<file path="config.mk">
export PLATFORM = sky130hd
export DESIGN_NAME = alu_flag_reg
export DESIGN_NICKNAME = d
export VERILOG_FILES = /design/src/rtl/alu_flag_reg.sv
export SDC_FILE = /design/constraint.sdc
export NUM_CORES = 1
export LEC_CHECK = 0
export BUFFER_PORTS_ARGS = -buffer_cell sky130_fd_sc_hd__buf_2
export CAP_MARGIN = 40
export CORE_AREA = 8 8 66 68
export DETAILED_ROUTE_END_ITERATION = 8
export DIE_AREA = 0 0 74 76
export PLACE_DENSITY_LB_ADDON = 0.1
export SYNTH_ARGS = -nofsm -noshare
export SYNTH_HDL_FRONTEND = slang
export SYNTH_SLANG_ARGS = --single-unit
</file>
<file path="constraint.sdc">
create_clock -name clk -period 1.5 [get_ports clk]
set_clock_uncertainty 0.05 [all_clocks]
set_input_delay 0.075 -clock clk [delete_from_list [all_inputs] [get_ports clk]]
set_output_delay 0.075 -clock clk [all_outputs]
set_load 0.005 [all_outputs]
</file>
<file path="src/rtl/alu_flag_reg.sv">
// ALU result buffer (2-entry skid FIFO) with architectural flag register and condition evaluator.
// Define STICKY_OV_EN to add the sticky_v output (sticky overflow from arithmetic opcodes).
module alu_flag_reg #(
   parameter int unsigned WIDTH = 8
) (
   input  logic             clk,
   input  logic             rst,
   input  logic             in_valid,
   output logic             in_ready,
   input  logic [2:0]       in_opcode,
   input  logic [WIDTH-1:0] in_result,
   input  logic             in_z,
   input  logic             in_c,
   input  logic             in_n,
   input  logic             in_v,
   output logic             out_valid,
   input  logic             out_ready,
   output logic [WIDTH-1:0] out_result,
   output logic [2:0]       out_opcode,
   output logic [3:0]       psr,
   input  logic             flag_clr,
   input  logic [3:0]       cond,
   output logic             cond_true
`ifdef STICKY_OV_EN
  ,output logic             sticky_v
`endif
);

   typedef enum logic [1:0] {StEmpty, StOne, StTwo} state_e;

   state_e           state_q, state_d;
   logic [WIDTH-1:0] head_res_q, head_res_d, skid_res_q, skid_res_d;
   logic [2:0]       head_op_q, head_op_d, skid_op_q, skid_op_d;
   logic             in_ready_q, in_ready_d;
   logic [3:0]       psr_q, psr_d;
   logic             accept, deliver;
   logic             flag_n, flag_z, flag_c, flag_v;

   assign out_valid  = (state_q != StEmpty);
   assign in_ready   = in_ready_q;
   assign out_result = head_res_q;
   assign out_opcode = head_op_q;
   assign psr        = psr_q;
   assign accept     = in_valid && in_ready_q;
   assign deliver    = out_valid && out_ready;

   always_comb begin
      state_d    = state_q;
      head_res_d = head_res_q;
      head_op_d  = head_op_q;
      skid_res_d = skid_res_q;
      skid_op_d  = skid_op_q;
      unique case (state_q)
         StEmpty: begin
            if (accept) begin
               state_d    = StOne;
               head_res_d = in_result;
               head_op_d  = in_opcode;
            end
         end
         StOne: begin
            if (accept && deliver) begin
               head_res_d = in_result;
               head_op_d  = in_opcode;
            end else if (accept) begin
               state_d    = StTwo;
               skid_res_d = in_result;
               skid_op_d  = in_opcode;
            end else if (deliver) begin
               state_d = StEmpty;
            end
         end
         StTwo: begin
            // in_ready is low here, so only a delivery can happen
            if (deliver) begin
               state_d    = StOne;
               head_res_d = skid_res_q;
               head_op_d  = skid_op_q;
            end
         end
         default: state_d = StEmpty;
      endcase
      in_ready_d = (state_d != StTwo);
   end

   // Clear first, then the opcode-masked update overrides the cleared bits.
   always_comb begin
      psr_d = flag_clr ? 4'b0000 : psr_q;
      if (accept) begin
         case (in_opcode)
            3'b000, 3'b001: psr_d = {in_n, in_z, in_c, in_v};
            3'b111:         psr_d = psr_d;
            default:        psr_d[3:2] = {in_n, in_z};
         endcase
      end
   end

   always_ff @(posedge clk or posedge rst) begin
      if (rst) begin
         state_q    <= StEmpty;
         head_res_q <= '0;
         head_op_q  <= 3'b000;
         skid_res_q <= '0;
         skid_op_q  <= 3'b000;
         in_ready_q <= 1'b0;
         psr_q      <= 4'b0000;
      end else begin
         state_q    <= state_d;
         head_res_q <= head_res_d;
         head_op_q  <= head_op_d;
         skid_res_q <= skid_res_d;
         skid_op_q  <= skid_op_d;
         in_ready_q <= in_ready_d;
         psr_q      <= psr_d;
      end
   end

`ifdef STICKY_OV_EN
   logic sticky_q, sticky_d;

   always_comb begin
      sticky_d = flag_clr ? 1'b0 : sticky_q;
      if (accept && (in_opcode[2:1] == 2'b00) && in_v) sticky_d = 1'b1;
   end

   always_ff @(posedge clk or posedge rst) begin
      if (rst) sticky_q <= 1'b0;
      else     sticky_q <= sticky_d;
   end

   assign sticky_v = sticky_q;
`endif

   assign {flag_n, flag_z, flag_c, flag_v} = psr_q;

   always_comb begin
      cond_true = 1'b0;
      case (cond)
         4'h0: cond_true = flag_z;
         4'h1: cond_true = !flag_z;
         4'h2: cond_true = flag_c;
         4'h3: cond_true = !flag_c;
         4'h4: cond_true = flag_n;
         4'h5: cond_true = !flag_n;
         4'h6: cond_true = flag_v;
         4'h7: cond_true = !flag_v;
         4'h8: cond_true = flag_c && !flag_z;
         4'h9: cond_true = !flag_c || flag_z;
         4'hA: cond_true = (flag_n == flag_v);
         4'hB: cond_true = (flag_n != flag_v);
         4'hC: cond_true = !flag_z && (flag_n == flag_v);
         4'hD: cond_true = flag_z || (flag_n != flag_v);
         4'hE: cond_true = 1'b1;
         default: cond_true = 1'b0;
      endcase
   end

endmodule

</file>
==> summary.txt <==
Run status
  • Run status: complete, but fails checks
  • Failing checks: setup timing

Power
  • Psw: about 880 uW
  • Pint: about 2.1 mW
  • Total chip power: 2.98 mW
  • PD cells: between 1000 and 1500 nW/um^2
  • Net switching share of the total power: roughly 30%
  • Clk network pwr share: 22.0%
  • Combinational fraction of design power: roughly a third
  • Seq pwr share: 42.7%
  • Maximum VDD drop: between 0.0008 and 0.0009 V
  • Leak: 1.03 nW

Global routing
  • Largest net degree at the start of global routing: 30
  • Grt ovf: 0
  • First-pass GRT wire length: around 5800 um
  • Gr usage total: approximately an eighth
  • Initial antenna violation count: 0
  • Vias in the first global route: around 1300

Min path
  • Worst min path class: input port to flip-flop

Flow run
  • MaxCap Viol Count: 0

Logic synthesis
  • Most numerous cell in the Yosys netlist: dfrtp_1
  • Post-Synthesis Cells: roughly 130
  • Sequential fraction of the synthesis area: between 40% and 50%
  • Leading area contributor after synthesis: dfrtp_1
  • Post-synth top cells: dfrtp_1 (29), a21oi_1 (13), mux2i_1 (12), nor2_1 (12), mux2_1 (10)
  • Library cells used by synthesis: 34
  • Synth Net Count: approximately 160
  • Post-synth EDFFs: 0
  • Synth Flop Type: dfrtp_1
  • Synth top area cells: dfrtp_1 (50%), mux2i_1 (8.2%), mux2_1 (7.7%), a21oi_1 (4.5%), nor2_1 (3.1%)
  • Ys async rst share: 100%
  • Synth Warn #: 0
  • Avg Cell Area, Syn: around 11 um^2
  • Post-synth top area share: approximately 50%
  • #FFs+latches synth: 29
  • Post-Syn Area: about 1500 um^2

Detailed routing
  • WL/cell: 12.8 um
  • TritonRoute pass-1 iters: 3
  • Vias: roughly 1200
  • 1st-iter DRT viols: between 50 and 60
  • ANT nets after route: 0
  • Vias per inst: between 4 and 5
  • Drt drc: 0
  • Total wire length: roughly 3300 um

Critical path
  • Worst-path fanout max: 5
  • Cell chain of the critical path: xor2_1, o311a_2, a311o_1, buf_2
  • Required @ worst endpoint: around 1.4 ns
  • Critical path startpoint category: flip-flop
  • WP data arrival: roughly 1.7 ns
  • CP max-delay cell: dfrtp_2
  • Slowest stage delay, CP: between 0.4 and 0.5 ns
  • Critical path type: flip-flop to output port
  • Critical Path End Type: output port

Placement
  • GP Congestion: 0.772
  • Placed cells: ~230
  • Pre-CTS setup slack: -0.0774 ns
  • Post-DP HPWL: 2360 um
  • DP Area: around 1800 um^2
  • Port Buffers: 41

STA
  • Final WS setup: -0.326 ns
  • Hold_ws: about 0.068 ns
  • Final Setup Violations: 1
  • Final Cycle Share: 122%
  • Fin crit period: around 1.8 ns
  • Final Max Tran Viols: 0
  • Rel. slew slack: 71.8%
  • Unrepaired setup endpoints after global routing: yes
  • Final Hold Viols: 0
  • Worst-margin pin slew: approximately 0.42 ns
  • Max Freq: 0.548 GHz
  • Setup TNS Final: -0.326 ns

Clock network
  • Clk_lat worst skew: roughly 0.32 ns
  • Cts bufs inserted: 5
  • Clk sinks: 29
  • Clock Path Buffers: 2
  • Depth of the CTS H-tree: 2
  • TritonCTS clock tree: yes
  • Clk root buf: clkbuf_4
  • Clock transition at path regs: approximately 0.09 ns

Floorplanning
  • Chip width: ~74 um
  • I/O pin count: 42
  • Die area: around 5600 um^2
  • Initial Util: between 40% and 50%
  • CORE AREA: roughly 3400 um^2
  • Row cnt: 22
  • Die Y: between 70 and 80 um

Cells and area
  • Post-layout instance area: about 2100 um^2
  • Fin util: roughly 62%
  • Fill cells: 307
  • Post-layout nets: 230
  • Area Overhead vs Synth: 45.6%
  • Non-filler cells in the finished layout: roughly 260
  • Fraction of layout cells with a size suffix above 1: 34.8%
  • # diodes: 0
## registers in the layout (all words and copies together) (netlist names)
register and cells:
skid_op_q 3, in_ready 1, state_q 2, out_result 8, psr 4, out_opcode 3
skid_res_q 8
## area by class of cell
class / instances / area [um^2] / area share (%)
well taps: 48 / 60.1 / 2.83
clock buffers: 7 / 55.1 / 2.60
inverters: 3 / 11.3 / 0.531
flip-flops and latches: 29 / 727 / 34.3
repair buffers: 72 / 524 / 24.7
clock inverters: 1 / 30.0 / 1.42
multi-input cells: 95 / 713 / 33.6
## power groups by stage
stage               Clock (mW)  Combinational, mW  Sequential, mW
floorplan                    0              0.540            1.29
global route             0.701               1.19            1.32
CTS                      0.679               1.04            1.28
global placement             0              0.970            1.26
detailed placement           0              0.991            1.29
finish                   0.656               1.05            1.27
## logic make-up (layout without fill, tap and decap cells)
logic type | count (synthesis) | after routing | synth area share (%)
buf+inv | 10 | 83 | 3.52
flops | 29 | 29 | 49.8
compound gates | 29 | 29 | 12.5
mux | 23 | 23 | 16.8
simple gates | 38 | 38 | 14.3
xor+xnor | 5 | 5 | 3.01
## placed cells by master, fill, tap and decap left out, drive strengths merged, types with 2 or more instances in the layout
master and instances:
a21oi 13, a31oi 2, buf 54, clkbuf 7
dfrtp 29, dlygate4sd3 18, inv 3, mux2 11
mux2i 12, nand2 6, nand2b 4, nor2 12
nor2b 5, nor3 2, nor3b 2, o21ai 6
o31ai 2, xnor2 4
## critical path: cells and delay by family (launching register included)
kind,cells,cell delay (ns)
AOI/OAI and AO/OA,2,0.64
DFF,1,0.44
xor gates and xnor gates,1,0.16
buffers and inverters,1,0.13
## timing repair
action	CTS	global route
hold endpoints to repair	46	0
hold buffers	18	0
endpoints found under the setup margin	1	14
setup buffers	2	0
resized for setup	3	6
pin swaps	6	3
## final timing paths
kind                                 end  depth (start not counted)           from  slack [ns]
max                            cond_true                          4         psr[2]       -0.33
min                             in_ready                          3       in_valid        0.07
max reg2reg                skid_res_q[4]                          5       in_ready        0.10
min reg2reg                skid_res_q[2]                          1  skid_res_q[2]        0.44
max in group asynchronous         psr[2]                          4            rst        0.81
min in group asynchronous  out_result[4]                          4            rst        0.30
## routing by layer
metal  part of all wire (%)  GRT usage (%)  vias to the layer above
li1                       -              -                      616
met1                     44           15.5                      568
met2                     48           20.6                       27
met3                    5.7           4.08                        7
met4                    2.0           5.40                        0
met5                      0              0                        -
No activity file was read; power rests on OpenSTA's default activity.
